**src/rtl/viterbi_pkg.sv**
```systemverilog
// Shared definitions for the viterbi_enc frame controller: state encoding,
// default code polynomials and the trellis tail-length helper.
package viterbi_pkg;

  typedef enum logic [1:0] {
    IDLE = 2'd0,
    CLR  = 2'd1,
    DATA = 2'd2,
    TAIL = 2'd3
  } state_t;

  localparam logic [2:0] POLY_A = 3'b111;
  localparam logic [2:0] POLY_B = 3'b101;

  function automatic int tail_len(input int size_polinom);
    return size_polinom - 1;
  endfunction

endpackage

```
**src/rtl/viterbi_enc_tail_cnt.sv**
```systemverilog
// Loadable down-counter that paces the zero tail: strobe while non-zero,
// done on the final count.
module viterbi_enc_tail_cnt #(
  parameter int CNT_W = 2
) (
  input  logic             clk,
  input  logic             rst,
  input  logic             load,
  input  logic [CNT_W-1:0] load_val,
  output logic             strobe,
  output logic             done
);

  logic [CNT_W-1:0] cnt;

  always_ff @(posedge clk or posedge rst) begin
    if (rst) begin
      cnt <= '0;
    end else if (load) begin
      cnt <= load_val;
    end else if (cnt != '0) begin
      cnt <= cnt - 1'b1;
    end
  end

  assign strobe = (cnt != '0);
  assign done   = (cnt == CNT_W'(1));

endmodule

```
**src/rtl/viterbi_enc_frame_ctrl.sv**
```systemverilog
// Frame sequencer in front of viterbi_enc: clear, data pass-through, zero tail,
// SOF/EOF markers and length limit. Optional counters: VITERBI_ENC_FRAME_CTRL_STATS_EN.
module viterbi_enc_frame_ctrl
  import viterbi_pkg::*;
#(
  parameter int p_size_polinom = 3,
  parameter int p_max_len      = 1024,
  parameter int p_len_w        = $clog2(p_max_len + 1)
) (
  input  logic               i_clk,
  input  logic               i_reset,
  input  logic               i_data,
  input  logic               i_valid,
  input  logic               i_last,
  output logic               o_ready,
  output logic               o_enc_data,
  output logic               o_enc_valid,
  output logic               o_enc_reset,
  output logic               o_sof,
  output logic               o_eof,
  output logic               o_busy,
  output logic [p_len_w-1:0] o_frame_len,
  output logic               o_err_len
`ifdef VITERBI_ENC_FRAME_CTRL_STATS_EN
  ,
  output logic [15:0]        o_frame_cnt,
  output logic [7:0]         o_trunc_cnt
`endif
);

  localparam int TAIL_N = tail_len(p_size_polinom);
  localparam int TCNT_W = $clog2(p_size_polinom + 1);

  state_t             state, state_nxt;
  logic [p_len_w-1:0] count, count_inc;
  logic               first;
  logic               xfer, hit_max, data_end, trunc, final_strobe;
  logic               tail_load, tail_strobe, tail_done;

  viterbi_enc_tail_cnt #(.CNT_W(TCNT_W)) u_tail_cnt (
    .clk      (i_clk),
    .rst      (i_reset),
    .load     (tail_load),
    .load_val (TCNT_W'(TAIL_N)),
    .strobe   (tail_strobe),
    .done     (tail_done)
  );

  assign xfer      = (state == DATA) && i_valid;
  assign count_inc = count + 1'b1;
  assign hit_max   = xfer && (count_inc == p_len_w'(p_max_len));
  assign data_end  = xfer && (i_last || hit_max);
  assign trunc     = hit_max && !i_last;

  // With no tail the last data bit is itself the frame's final encoder strobe.
  assign final_strobe = (TAIL_N == 0) ? data_end : ((state == TAIL) && tail_done);

  assign o_enc_reset = i_reset || (state == CLR);
  assign o_busy      = (state != IDLE);

  always_comb begin
    state_nxt   = state;
    o_ready     = 1'b0;
    o_enc_valid = 1'b0;
    o_enc_data  = 1'b0;
    tail_load   = 1'b0;
    case (state)
      IDLE: if (i_valid) state_nxt = CLR;
      CLR:  state_nxt = DATA;
      DATA: begin
        o_ready     = 1'b1;
        o_enc_valid = i_valid;
        o_enc_data  = i_data;
        if (data_end) begin
          if (TAIL_N == 0) begin
            state_nxt = IDLE;
          end else begin
            state_nxt = TAIL;
            tail_load = 1'b1;
          end
        end
      end
      TAIL: begin
        o_enc_valid = tail_strobe;
        if (tail_done) state_nxt = IDLE;
      end
      default: state_nxt = IDLE;
    endcase
  end

  always_ff @(posedge i_clk or posedge i_reset) begin
    if (i_reset) begin
      state       <= IDLE;
      count       <= '0;
      first       <= 1'b0;
      o_sof       <= 1'b0;
      o_eof       <= 1'b0;
      o_frame_len <= '0;
      o_err_len   <= 1'b0;
    end else begin
      state <= state_nxt;
      o_sof <= xfer && first;
      o_eof <= final_strobe;
      if (state == CLR) begin
        count <= '0;
        first <= 1'b1;
      end else if (xfer) begin
        count <= count_inc;
        first <= 1'b0;
      end
      if (final_strobe) o_frame_len <= (TAIL_N == 0) ? count_inc : count;
      if (trunc) o_err_len <= 1'b1;
    end
  end

`ifdef VITERBI_ENC_FRAME_CTRL_STATS_EN
  always_ff @(posedge i_clk or posedge i_reset) begin
    if (i_reset) begin
      o_frame_cnt <= '0;
      o_trunc_cnt <= '0;
    end else begin
      if (final_strobe) o_frame_cnt <= o_frame_cnt + 1'b1;
      if (trunc && (o_trunc_cnt != 8'hFF)) o_trunc_cnt <= o_trunc_cnt + 1'b1;
    end
  end
`endif

endmodule

```
**config.mk**
```make
export PLATFORM = sky130hd
export DESIGN_NAME = viterbi_enc_frame_ctrl
export DESIGN_NICKNAME = d
export VERILOG_FILES = /design/src/rtl/viterbi_pkg.sv /design/src/rtl/viterbi_enc_tail_cnt.sv /design/src/rtl/viterbi_enc_frame_ctrl.sv
export SDC_FILE = /design/constraint.sdc
export NUM_CORES = 1
export LEC_CHECK = 0
export ABC_AREA = 1
export ABC_CLOCK_PERIOD_IN_PS = 2400
export CORE_AREA = 4 4 60 62
export CTS_CLUSTER_DIAMETER = 50
export DETAILED_ROUTE_END_ITERATION = 8
export DIE_AREA = 0 0 64 66
export GPL_ROUTABILITY_DRIVEN = 1
export GPL_TIMING_DRIVEN = 0
export PLACE_DENSITY_LB_ADDON = 0.08
export SLEW_MARGIN = 20
export SYNTH_ARGS = -nofsm -noshare
export SYNTH_HDL_FRONTEND = slang
export SYNTH_SLANG_ARGS = --single-unit
```
**constraint.sdc**
```tcl
create_clock -name i_clk -period 2.4 [get_ports i_clk]
set_clock_uncertainty 0.05 [all_clocks]
set_input_delay 0.48 -clock i_clk [delete_from_list [all_inputs] [get_ports i_clk]]
set_output_delay 0.48 -clock i_clk [all_outputs]
set_load 0.02 [all_outputs]
```
==> results.txt, run 1 <==
* Period Utilization, post-route: 94.0%
- Power comes to 1.70 mW.
- During placement, the flow inserted port buffers numbering 23.
- The Yosys step of the flow raised 0 warnings.
* Maximum capacitance violations: 0
- Required @ worst endpoint: 1870 ps
- In this run the power spent charging and discharging nets is 645 uW.
- Total iterations of the first detailed-routing run: 4
* Number of hold violations in the final report: 0
- Path category of the worst min-delay check: in -> async
- Ports: 24
* Detailed placement HPWL: 2650 um
- Summed over all layers, the routed wires come to 3400 um.
* Number of clock sinks: 30
* Max-slew violations: 0
- In the global route stage, met1 resource usage came out at 22.3%.
- Combinational share of power: 38.4%
- Share of the yosys chip area belonging to registers: 47.7%
- The clock network burns 23.3% of the power.
- Worst Max-Slew Pin Slew: 540 ps
* Max Root-Sink Buffers: 2
* Simple-gate share of the synthesized area: 25.5%
- Area enclosed by the die boundary: 4220 sq um
- In this run, post-CTS hold repair placed 0 buffers.
* Most common cell after layout, fill and taps aside: nand2_1
- Drt first-iter violations: 75
* Biggest fanout along the worst timing path: 5
- Counting every instance in the synthesized netlist gives 195.
- Max_slew headroom: 63.8%
- When the netlist entered floorplanning its net count stood at 209.
- Initial Utilization: 52.0%
* GRT Overall Usage: 18.1%
- After detailed routing, the average wire length per cell comes to 12.6 um.
- Number of global-route vias before repair: 1339
* Die Span X: 64 um
* Launching element type of the critical path: register
- First-pass GRT wire length: 5980 um
* Cell area after technology mapping: 1580 sq um
- Across the VDD grid, the largest voltage drop is 0.000421 V.
- Final worst path period need: 2260 ps
- At the worst endpoint, the arrival time is 1730 ps.
- Of the cells placed in the final design, the portion with a size suffix greater than 1 is 10.2%.
* Core area: 3030 sq um
- Using the TritonRoute via totals, the vias-per-cell ratio works out to 4.91.
- The tree is rooted in a clkbuf_4.
* Unique cell type count in the Yosys netlist: 19
- The top cell types in the final layout, fill and taps aside, are nand2_1 (55), inv_1 (33), dfrtp_1 (30).
* Clock tree from TritonCTS: yes
- Across all register-to-register paths, the minimum setup slack is 320 ps.
- STA classifies the critical path endpoint as an output port.
- Setup repair after global routing missed its margin: false
- At the end of routability-driven placement, the weighted congestion stood at 0.866.
* Number of buffers inserted during clock tree synthesis: 5
- After global routing the overflow that remains totals 0.
* Final worst hold slack: 423 ps
- The number of antenna diodes in the final layout is 0.
- Synth Register Bits: 30
* GR met3 Demand/Resource: 5.27%
- Entering global routing, the biggest net connects 32 pins.
- Nets@finish: 239
- Global-route track usage on met2: 32.0%
- Once placement finished, the instance area stood at 1860 sq um.
- Dominant combinational cell family by area after synthesis: simple AND/OR/NAND/NOR gates
* Detailed-route via count: 1327
- After Yosys synthesis, full adders, half adders and majority gates account for 7.15% of the synthesized area.
- Power density over the cells: 876 nW/um^2
- The floorplan has 20 rows.
* Setup violators final: 0
* Average cell area after synthesis: 8.08 sq um
* Clk pin slew, worst setup/hold paths: 110 ps
- Switching Share: 37.9%
* F_max: 0.443 GHz
* Post-CTS repair timing setup buffer count: 0
- Summing the areas of all compound-gate instances in the mapped netlist gives 10.3% of the synthesized area.
- Level count of the clock H-tree: 2
* Sequential share of power: 38.3%
* Critical Setup Path Class: reg -> out
- After routing the design area is 1940 sq um.
- Highest-utilization routing layer at the global route stage: met2
- Initial antenna violation count: 0
- Result of the run: complete, no violations
- Summing the areas of all xor and xnor instances in the mapped netlist gives 0.556% of the synthesized area.
- Proportion of synthesized area in mux cells: 0%
- # DRC: 0
- Layout filler cell count: 261
- For this run, the slowest stage of the critical path takes 630 ps.
- The analysis attributes to cell leakage a power of 0.955 nW.
- Worst path cell trace: inv_1, ha_1, clkdlybuf4s50_1
* Count of nets left with antenna violations after detail routing: 0
- Height of the chip: 66 um
* Area delta synth->final: 23.4%
* Number of gates given a new drive strength after cts: 3
- The internal power of the cells totals 1.06 mW.
- Crit path max-delay cell type: clkdlybuf4s50_1
- Source-to-sink clock delay at the later pin of the worst-skew pair: 330 ps
-- cell type report --
cell class	count	area, sq um	area share, %
Buffer	3	11.3	0.580
Clock buffer	5	37.5	1.93
Clock inverter	3	40.0	2.06
Inverter	34	133	6.83
Multi-Input combinational cell	128	686	35.3
Sequential cell	30	751	38.6
Tap cell	44	55.1	2.83
Timing Repair Buffer	23	230	11.8
-- power groups by stage --
stage               sequential [mW]  clock (mW)  combinational (mW)
finish                        0.651       0.398               0.654
global route                  0.665       0.431               0.745
CTS                           0.652       0.403               0.667
detailed placement            0.661           0               0.670
global placement              0.656           0               0.642
floorplan                     0.679           0               0.412
-- cell families (layout without fill, tap and decap cells) --
family,after synthesis,in the layout
and+or+nand+nor,88,88
DFF,30,30
buffers and inverters,37,68
AOI/OAI and AO/OA,30,30
adders and majority gates,9,9
xor gates and xnor gates,1,1
-- worst max-delay path: cells and delay by family, from the launching register on --
family,cells,cell delay (ps)
buffers and inverters,2,750
adders and majority gates,1,230
DFF,1,430
-- metrics by stage --
stage	TNS [ps]	util (%)	instances	worst slack, ps
finish	0	64.2	270	143
detailed placement	-237	61.4	262	-206
global route	0	64.2	270	48.9
global placement	-570	61.4	262	-570
floorplan	0	-	195	429
CTS	0	64.1	270	13.4
-- routing by layer --
metal / share of wire (%) / up-vias / routed length [um]
met5: 0 / - / 0
met4: 0.68 / 0 / 23
met3: 5.7 / 5 / 195
met2: 48 / 41 / 1620
met1: 46 / 612 / 1560
li1: - / 669 / -
-- final timing paths --
| kind | startpoint | endpoint | cells after the start |
|---|---|---|---|
| worst max-delay path | state[0] | o_ready | 3 |
| worst min-delay path | i_reset | count[0] | 2 |
| worst max register to register | state[0] | state[0] | 14 |
| worst min register to register | o_err_len | o_err_len | 1 |
| max in group asynchronous | i_reset | count[7] | 2 |
| min in group i_clk | o_err_len | o_err_len | 1 |
-- flip-flops by register name, summed over array words and instances (netlist names) --
register,flops
state,2
o_err_len,1
o_frame_len,11
first,1
o_sof,1
count,11
o_eof,1
u_tail_cnt.cnt,2
-- synth_stat cells, drive strengths merged --
library cell | count | area share, %
ha | 9 | 7.1
o21ai | 21 | 6.7
clkbuf | 3 | 0.71
nand3 | 13 | 5.1
dfrtp | 30 | 48
o21bai | 1 | 0.48
nand4 | 2 | 0.79
o22ai | 6 | 2.4
inv | 34 | 8.1
nand2 | 58 | 14
xor2 | 1 | 0.56
or2 | 2 | 0.79
a21oi | 1 | 0.32
o211ai | 1 | 0.48
nor2 | 13 | 4.5
(Power assumes the default switching activity.)
==> run 2: changes to the inputs <==
- CORE_AREA: 4 4 60 62 -> 4 4 62 64
- DIE_AREA: 0 0 64 66 -> 0 0 66 68
==> run 2 against run 1 <==
Clock power fell by 20%. Global-route usage fell by 0.68 points. Die area rose by 6.3%. Wire length rose by 0.15%. Critical path depth did not move. Power fell by 4.6%. Combinational power barely moved. Flip-flop and latch count did not move. Design area barely moved. Largest power group unchanged. Sequential share of layout area barely moved. Via count rose by 0.38%. First-iteration DRC count fell by 23%.
==> results.txt, run 2 (synthesized netlist as in run 1, its figures left out) <==
- Result of the run: complete, no violations
- The number of cells in the finished layout apart from fillers is 272 (+0.74%).
- The site row count is 21 (+5.0%).
* Launching element type of the critical path: register
* Clk pin slew, worst setup/hold paths: 100 ps (about the same)
* Place WS: -214 ps (-7.32 ps)
- The number of DRC markers in iteration 0 is 58 (-23%).
- The global-route wire length before repair came to 5860 um (-2.1%).
- Detailed placement HPWL: 2550 um (-4.0%)
- Number of buffers inserted during clock tree synthesis: 5 (unchanged)
- The transition time at the pin with the least slew margin came to 526 ps (-14.0 ps).
- The placed instance area is 1860 sq um (+0.13%).
* Final total power: 1.62 mW (-4.6%)
* Max Root-Sink Buffers: 2 (unchanged)
* F_max: 0.438 GHz (-1.1%)
* Global Route met1 Usage: 21.4% (-0.96 points)
- The I/O pin count was 24 (unchanged).
* Most common cell after layout, fill and taps aside: nand2_1
* Number of clock sinks: 30 (unchanged)
- Max-slew violations: 0 (unchanged)
- Setup repair after global routing missed its margin: false
- The fraction of the core area covered by cells at the end of the flow came to 59.1% (-5.0 points).
* Kind of end point of the critical path: output port
* Largest net degree at the start of global routing: 32 (unchanged)
- Critical path data arrival time: 1750 ps (+20 ps)
- Final routed wirelength across all metal layers: 3400 um (+0.15%)
- The routability-driven placement congestion ratio is 0.855 (-1.3%).
- The overflow left after global routing was 0 (unchanged).
* Fraction of final layout cells with drive strength greater than 1: 9.29% (-0.88 points)
- The die area is 4490 sq um (+6.3%).
- The max-cap violation count came to 0 (unchanged).
* Path category of the worst min-delay check: in -> async
* Number of buffers inserted by port buffering: 23 (unchanged)
- The total vias in the final route came to 1332 (+0.38%).
- TNS Setup: 0 ps (unchanged)
* Height of the chip: 68 um (+3.0%)
* Biggest fanout along the worst timing path: 5 (unchanged)
- The number of global-route vias before repair was 1302 (-2.8%).
- Layout filler cell count: 301 (+15%)
- Routed via count divided by cell count: 4.90 (-0.36%)
* Required @ worst endpoint: 1870 ps (about the same)
- Nets@finish: 239 (unchanged)
- Power density over the cells: 837 nW/um^2 (-4.5%)
- Global-route track usage on met2: 29.0% (-3.0 points)
* Critical Setup Path Class: reg -> out
* Die Span X: 66 um (+3.1%)
- TritonCTS built the clock tree.
* Level count of the clock H-tree: 2 (unchanged)
- The post-route worst setup slack came to 119 ps (-24.0 ps).
- Count of nets left with antenna violations after detail routing: 0 (unchanged)
* Core area: 3280 sq um (+8.5%)
* Largest regs: count: 11 flops, o_frame_len: 11 flops
- # DRC: 0 (unchanged)
- Number of hold violations in the final report: 0 (unchanged)
- Period Utilization, post-route: 95.0% (+1.0 points)
- Total iterations of the first detailed-routing run: 4 (unchanged)
- Source-to-sink clock delay at the later pin of the worst-skew pair: 330 ps (about the same)
* Final worst path period need: 2280 ps (+24.0 ps)
* IR drop worst, VDD: 0.000297 V (-29%)
* Area delta synth->final: 23.3% (about the same)
- Commonest cells after routing, fill and taps aside: nand2_1 (55), inv_1 (33), dfrtp_1 (30)
- The worst-case hold slack is 435 ps (+11.9 ps).
- The summed area of non-filler cells in the final layout is 1940 sq um (about the same).
- Leakage component of the power: 0.953 nW (-0.14%)
- Setup violators final: 0 (unchanged)
- The total routing resource utilization after global routing is 17.4% (-0.68 points).
* Antenna diode count: 0 (unchanged)
- The average wire per standard cell came to 12.5 um (-0.59%).
- Highest-utilization routing layer at the global route stage: met2
- Root buf cell: clkbuf_4
- Initial Utilization: 48.0% (-4.1 points)
* GR met3 Demand/Resource: 4.27% (-1.0 points)
- Initial antenna violation count: 0 (unchanged)
* Total instance count after detailed placement: 264 (+0.76%)
- The setup fix buffers added after clock tree synthesis was 0 (unchanged).
- The headroom to the max-slew limit was 64.8% (+0.94 points).
[run 2: cell type report]
cell class | instances | area [sq um] | share of cell area (%)
flip-flops and latches | 30 | 751 | 38.7
multi-input cells | 128 | 686 | 35.3
repair buffers | 23 | 235 | 12.1
inverters | 34 | 141 | 7.28
well taps | 46 | 57.6 | 2.96
clock buffers | 7 | 55.1 | 2.84
plain buffers | 3 | 11.3 | 0.580
clock inverters | 1 | 5.00 | 0.258
[run 2: worst max-delay path, stage by stage, from the launching register on]
cell	delay (ps)
dfrtp_1	440
inv_1	120
ha_1	240
clkdlybuf4s50_1	630
[run 2: per-layer routing]
| layer | wire [um] | up-vias |
|---|---|---|
| li1 | - | 673 |
| met1 | 1580 | 619 |
| met2 | 1600 | 34 |
| met3 | 157 | 6 |
| met4 | 65 | 0 |
| met5 | 0 | - |
[run 2: worst paths after layout]
| path | startpoint | end | slack (ps) | cells after the start |
|---|---|---|---|---|
| hold reg to reg | o_frame_len[2] | o_frame_len[2] | 450 | 2 |
| setup / recovery | state[0] | o_ready | 120 | 3 |
| setup reg to reg | state[0] | state[1] | 290 | 13 |
| hold / removal | i_reset | count[2] | 430 | 2 |
| min in group i_clk | o_frame_len[2] | o_frame_len[2] | 450 | 2 |
| max in group asynchronous | i_reset | o_frame_len[7] | 1650 | 2 |
[run 2: what timing repair did]
item / in CTS / in global routing
hold buffers: 0 / 0
gates resized for setup: 3 / 5
setup endpoints to repair: 2 / 3
[run 2: report_power, final]
group	total (mW)	leakage [nW]	switching, mW	internal (mW)
clock	0.317	0.0353	0.175	0.142
combinational	0.655	0.513	0.396	0.259
sequential	0.653	0.405	0.0641	0.589
==> run 3: changes to the inputs <==
- ABC_AREA: 1 -> default
- CORE_AREA: 4 4 62 64 -> 4 4 63 65
- DIE_AREA: 0 0 66 68 -> 0 0 67 69
==> run 3 against run 2 <==
Non-clock buffer count increased by 9. Sequential power decreased by 2%. Fmax increased by 0.14%. Flip-flop and latch count unchanged. Wire length decreased by 6.2%. Die area increased by 3.0%. Global-route usage decreased by 0.74 points. Final cell count decreased by 15%. Critical path depth increased by 2. Area after synthesis increased by 5.8%.
==> results.txt, run 3 <==
- The flow ran to the end, and the final reports show no timing, DRC or antenna violations.
- Leading area contributor after synthesis: dfrtp_1
- Initial Utilization: 49.9% (+2.0 points)
- The site row count is 21 (unchanged).
- The clock period minus worst slack is 2280 ps (-3.22 ps).
* Detailed-route via count: 1183 (-11%)
* Number of buffers inserted during clock tree synthesis: 5 (unchanged)
- TritonCTS built the clock tree.
- The clock network latency to the later pin of the worst-skew pair is 330 ps (about the same).
- Root buf cell: clkbuf_4
* Power density over the cells: 823 nW/um^2 (-1.6%)
- Number of global-route vias before repair: 1187 (-8.8%)
- The total routing resource utilization after global routing was 16.7% (-0.74 points).
* Origin of the worst min-delay path: first
- TNS Setup: 0 ps (unchanged)
* List of most frequent post-synthesis cells: dfrtp_1 (30), nor2_1 (12), mux2_2 (11)
- The worst reg2reg path depth is 8 (-5).
- Number of buffers inserted by port buffering: 23 (unchanged)
* Crit path max-delay cell type: dfrtp_1
- The number of setup violations in the final report is 0 (unchanged).
* Largest net degree at the start of global routing: 31 (-3.1%)
* Place WS: -109 ps (+104 ps)
- Ports: 24 (unchanged)
* Top flip-flop cell by instance count after synthesis: dfrtp_1
- RR Endpoint: state[1]
- The adder-cell area share of the yosys netlist was 6.76% (-0.39 points).
* Share of total power in the clock network: 18.8% (-0.7 points)
* Top cells by area, synth: dfrtp_1 (45%), mux2_2 (7.4%), ha_1 (6.8%)
* Internal power of the cells: 1.05 mW (+5.8%)
- Post-synth net total: 168 (-20%)
* Worst Max-Slew Pin Slew: 628 ps (+102 ps)
- Switching Share: 37.1% (-2.0 points)
- The switching component of the power is 618 uW (-2.6%).
* Weighted congestion at the end of routability-driven global placement: 0.837 (-2.2%)
- Routed via count divided by cell count: 5.12 (+4.6%)
- The maximum resistive drop on vdd was 0.000516 V (+74%).
- Counting instances, the worst hold path has a depth of 1.
- Area share of the largest cell type after synthesis: 45.0% (-2.6 points)
* Proportion of synthesized area in mux cells: 8.33% (+8.3 points)
* Height of the chip: 69 um (+1.5%)
- The path with the worst hold slack has its endpoint at first.
- Maximum capacitance violations: 0 (unchanged)
- Overflow left after global routing: 0 (unchanged)
- The fraction of the mapped netlist area in compound gates was 11.3% (+0.94 points).
- Largest regs: count: 11 flops, o_frame_len: 11 flops
- Post-placement cell area: 1950 sq um (+4.9%)
- Core area: 3340 sq um (+1.6%)
- Critical Setup Path Class: reg -> out
- Fraction of final layout cells with drive strength greater than 1: 20.5% (+11 points)
- Number of hold violations in the final report: 0 (unchanged)
* Dominant combinational cell family by area after synthesis: simple AND/OR/NAND/NOR gates
* Max_slew headroom: 58.0% (-6.7 points)
* Unique cell type count in the Yosys netlist: 39 (+20)
* Max Root-Sink Buffers: 2 (unchanged)
- Nets@finish: 198 (-17%)
- The startpoint identified for the worst register-to-register timing path is count[1].
* Cell area after technology mapping: 1670 sq um (+5.8%)
* Period Utilization, post-route: 94.9% (-0.13 points)
- The setup fix buffers added after clock tree synthesis is 0 (unchanged).
- Setup repair after global routing could not meet its margin everywhere.
- The top cell types in the final layout, fill and taps aside, are dfrtp_1 (30), clkdlybuf4s50_1 (19), nor2_1 (12).
- Number of clock sinks: 30 (unchanged)
- The simple-gate portion of the synthesized area came to 15.6% (-9.9 points).
- The initial antenna violation count came to 0 (unchanged).
- The iteration count of the initial detailed-routing pass is 4 (unchanged).
- The worst endpoint data arrival time is 1750 ps (about the same).
- Synth Register Bits: 30 (unchanged)
- The combinational share of power came to 42.7% (+2.4 points).
- The worst setup path is launched from a register.
- The H-tree depth was 2 (unchanged).
- The global-route wire length before repair was 5770 um (-1.5%).
- Max-slew violations: 0 (unchanged)
- The fmax was 0.439 GHz (+0.14%).
* Highest cell delay on the worst timing path: 420 ps (-210 ps)
* Detailed placement HPWL: 2350 um (-7.5%)
- The register clock-pin slew on the reported worst setup and hold paths is 100 ps (about the same).
* Number of hold buffers added after cts: 0 (unchanged)
* Required @ worst endpoint: 1870 ps (about the same)
* Path category of the worst min-delay check: reg -> reg
- Average cell area after synthesis: 10.8 sq um (+34%)
- Area enclosed by the die boundary: 4620 sq um (+3.0%)
- Leakage component of the power: 0.983 nW (+3.1%)
- Final total power: 1.67 mW (+2.5%)
- WL/cell: 13.8 um (+10%)
- # DRC: 0 (unchanged)
- The signal on the critical path passes through inv_1, ha_2, nand2_1, o21ai_0, clkdlybuf4s15_1.
* Most common cell after layout, fill and taps aside: dfrtp_1
- Sequential share of power: 38.5% (-1.7 points)
- Number of cells produced by synthesis: 154 (-21%)
- Count of nets left with antenna violations after detail routing: 0 (unchanged)
- The worst setup path is captured at an output port.
* Cell with the most instances after synthesis: dfrtp_1
- Register-to-Register Setup Slack: 150 ps (-140 ps)
- Relative to the synthesized area, the layout overhead comes to 21.4%.
- Drt first-iter violations: 48 (-17%)
* Final routed wirelength across all metal layers: 3190 um (-6.2%)
- Layout filler cell count: 301 (unchanged)
* Post-synthesis share of cell area spent on xor and xnor gates: 5.78% (+5.2 points)
- Share of the yosys chip area belonging to registers: 45.0% (-2.6 points)
* Min setup slack post-route: 122 ps (+3.22 ps)
* Async S/R FF share, synth: 100% (unchanged)
- Finished Cell Area: 2020 sq um (+4.2%)
- The horizontal extent of the die came to 67 um (+1.5%).
- Post-synth EDFFs: 0 (unchanged)
* Biggest fanout along the worst timing path: 8 (+3)
* Antenna diode count: 0 (unchanged)
- The total number of yosys warnings is 0 (unchanged).
[run 3: cell type report]
| class | instances | area, sq um | share of cell area (%) |
|---|---|---|---|
| buffer | 12 | 82.6 | 4.08 |
| inverter | 10 | 37.5 | 1.86 |
| clock inverter | 1 | 5.00 | 0.247 |
| tap | 46 | 57.6 | 2.84 |
| multi-input combinational | 102 | 805 | 39.8 |
| timing repair buffer | 23 | 230 | 11.4 |
| clock buffer | 7 | 55.1 | 2.72 |
| sequential | 30 | 751 | 37.1 |
[run 3: per-stage QoR]
step	utilization, %	cells	hold slack, ps
floorplan	-	154	391
global placement	58.6	223	402
detailed placement	58.6	223	422
CTS	60.3	231	445
global route	60.6	231	476
finish	60.6	231	439
[run 3: per-layer routing]
| metal | global-route usage (%) | routed length (um) |
|---|---|---|
| met1 | 20.9 | 1450 |
| met2 | 26.3 | 1550 |
| met3 | 5.68 | 134 |
| met4 | 6.08 | 56 |
| met5 | 0 | 0 |
[run 3: how the worst max path moves through the flow]
stage,startpoint,to,slack (ps),cells after the start
floorplan,state[0],state[1],280,7
global placement,i_valid,o_enc_valid,-130,4
detailed placement,i_valid,o_enc_valid,-110,4
CTS,state[0],o_enc_valid,70,5
global route,state[0],o_enc_valid,-30,5
finish,state[0],o_enc_valid,120,5
[run 3: power by group through the flow]
stage          Sequential (mW)  Combinational (mW)  Clock [mW]
3_5_place_dp             0.652               0.730           0
3_3_place_gp             0.644               0.711           0
4_1_cts                  0.641               0.725       0.322
6_report                 0.640               0.712       0.314
5_1_grt                  0.655               0.807       0.348
2_1_floorplan            0.669               0.476           0
[run 3: cells by family after synthesis]
kind of cell | Yosys count
simple gates | 50
fa+ha+maj | 9
xor+xnor | 11
buf+inv | 22
flops | 30
compound gates | 20
mux | 12
[run 3: repair_timing]
action | in CTS | in global routing
endpoints found under the setup margin | 3 | 3
resized for setup | 4 | 3
gates cloned | 0 | 0
pin swaps | 0 | 0
[run 3: worst max-delay path, delay by kind of cell, from the launching register on]
| family | cells | cell delay, ps |
|---|---|---|
| AOI/OAI and AO/OA | 1 | 120 |
| adders and majority gates | 1 | 260 |
| buffers and inverters | 2 | 460 |
| DFF | 1 | 420 |
| and+or+nand+nor | 1 | 160 |
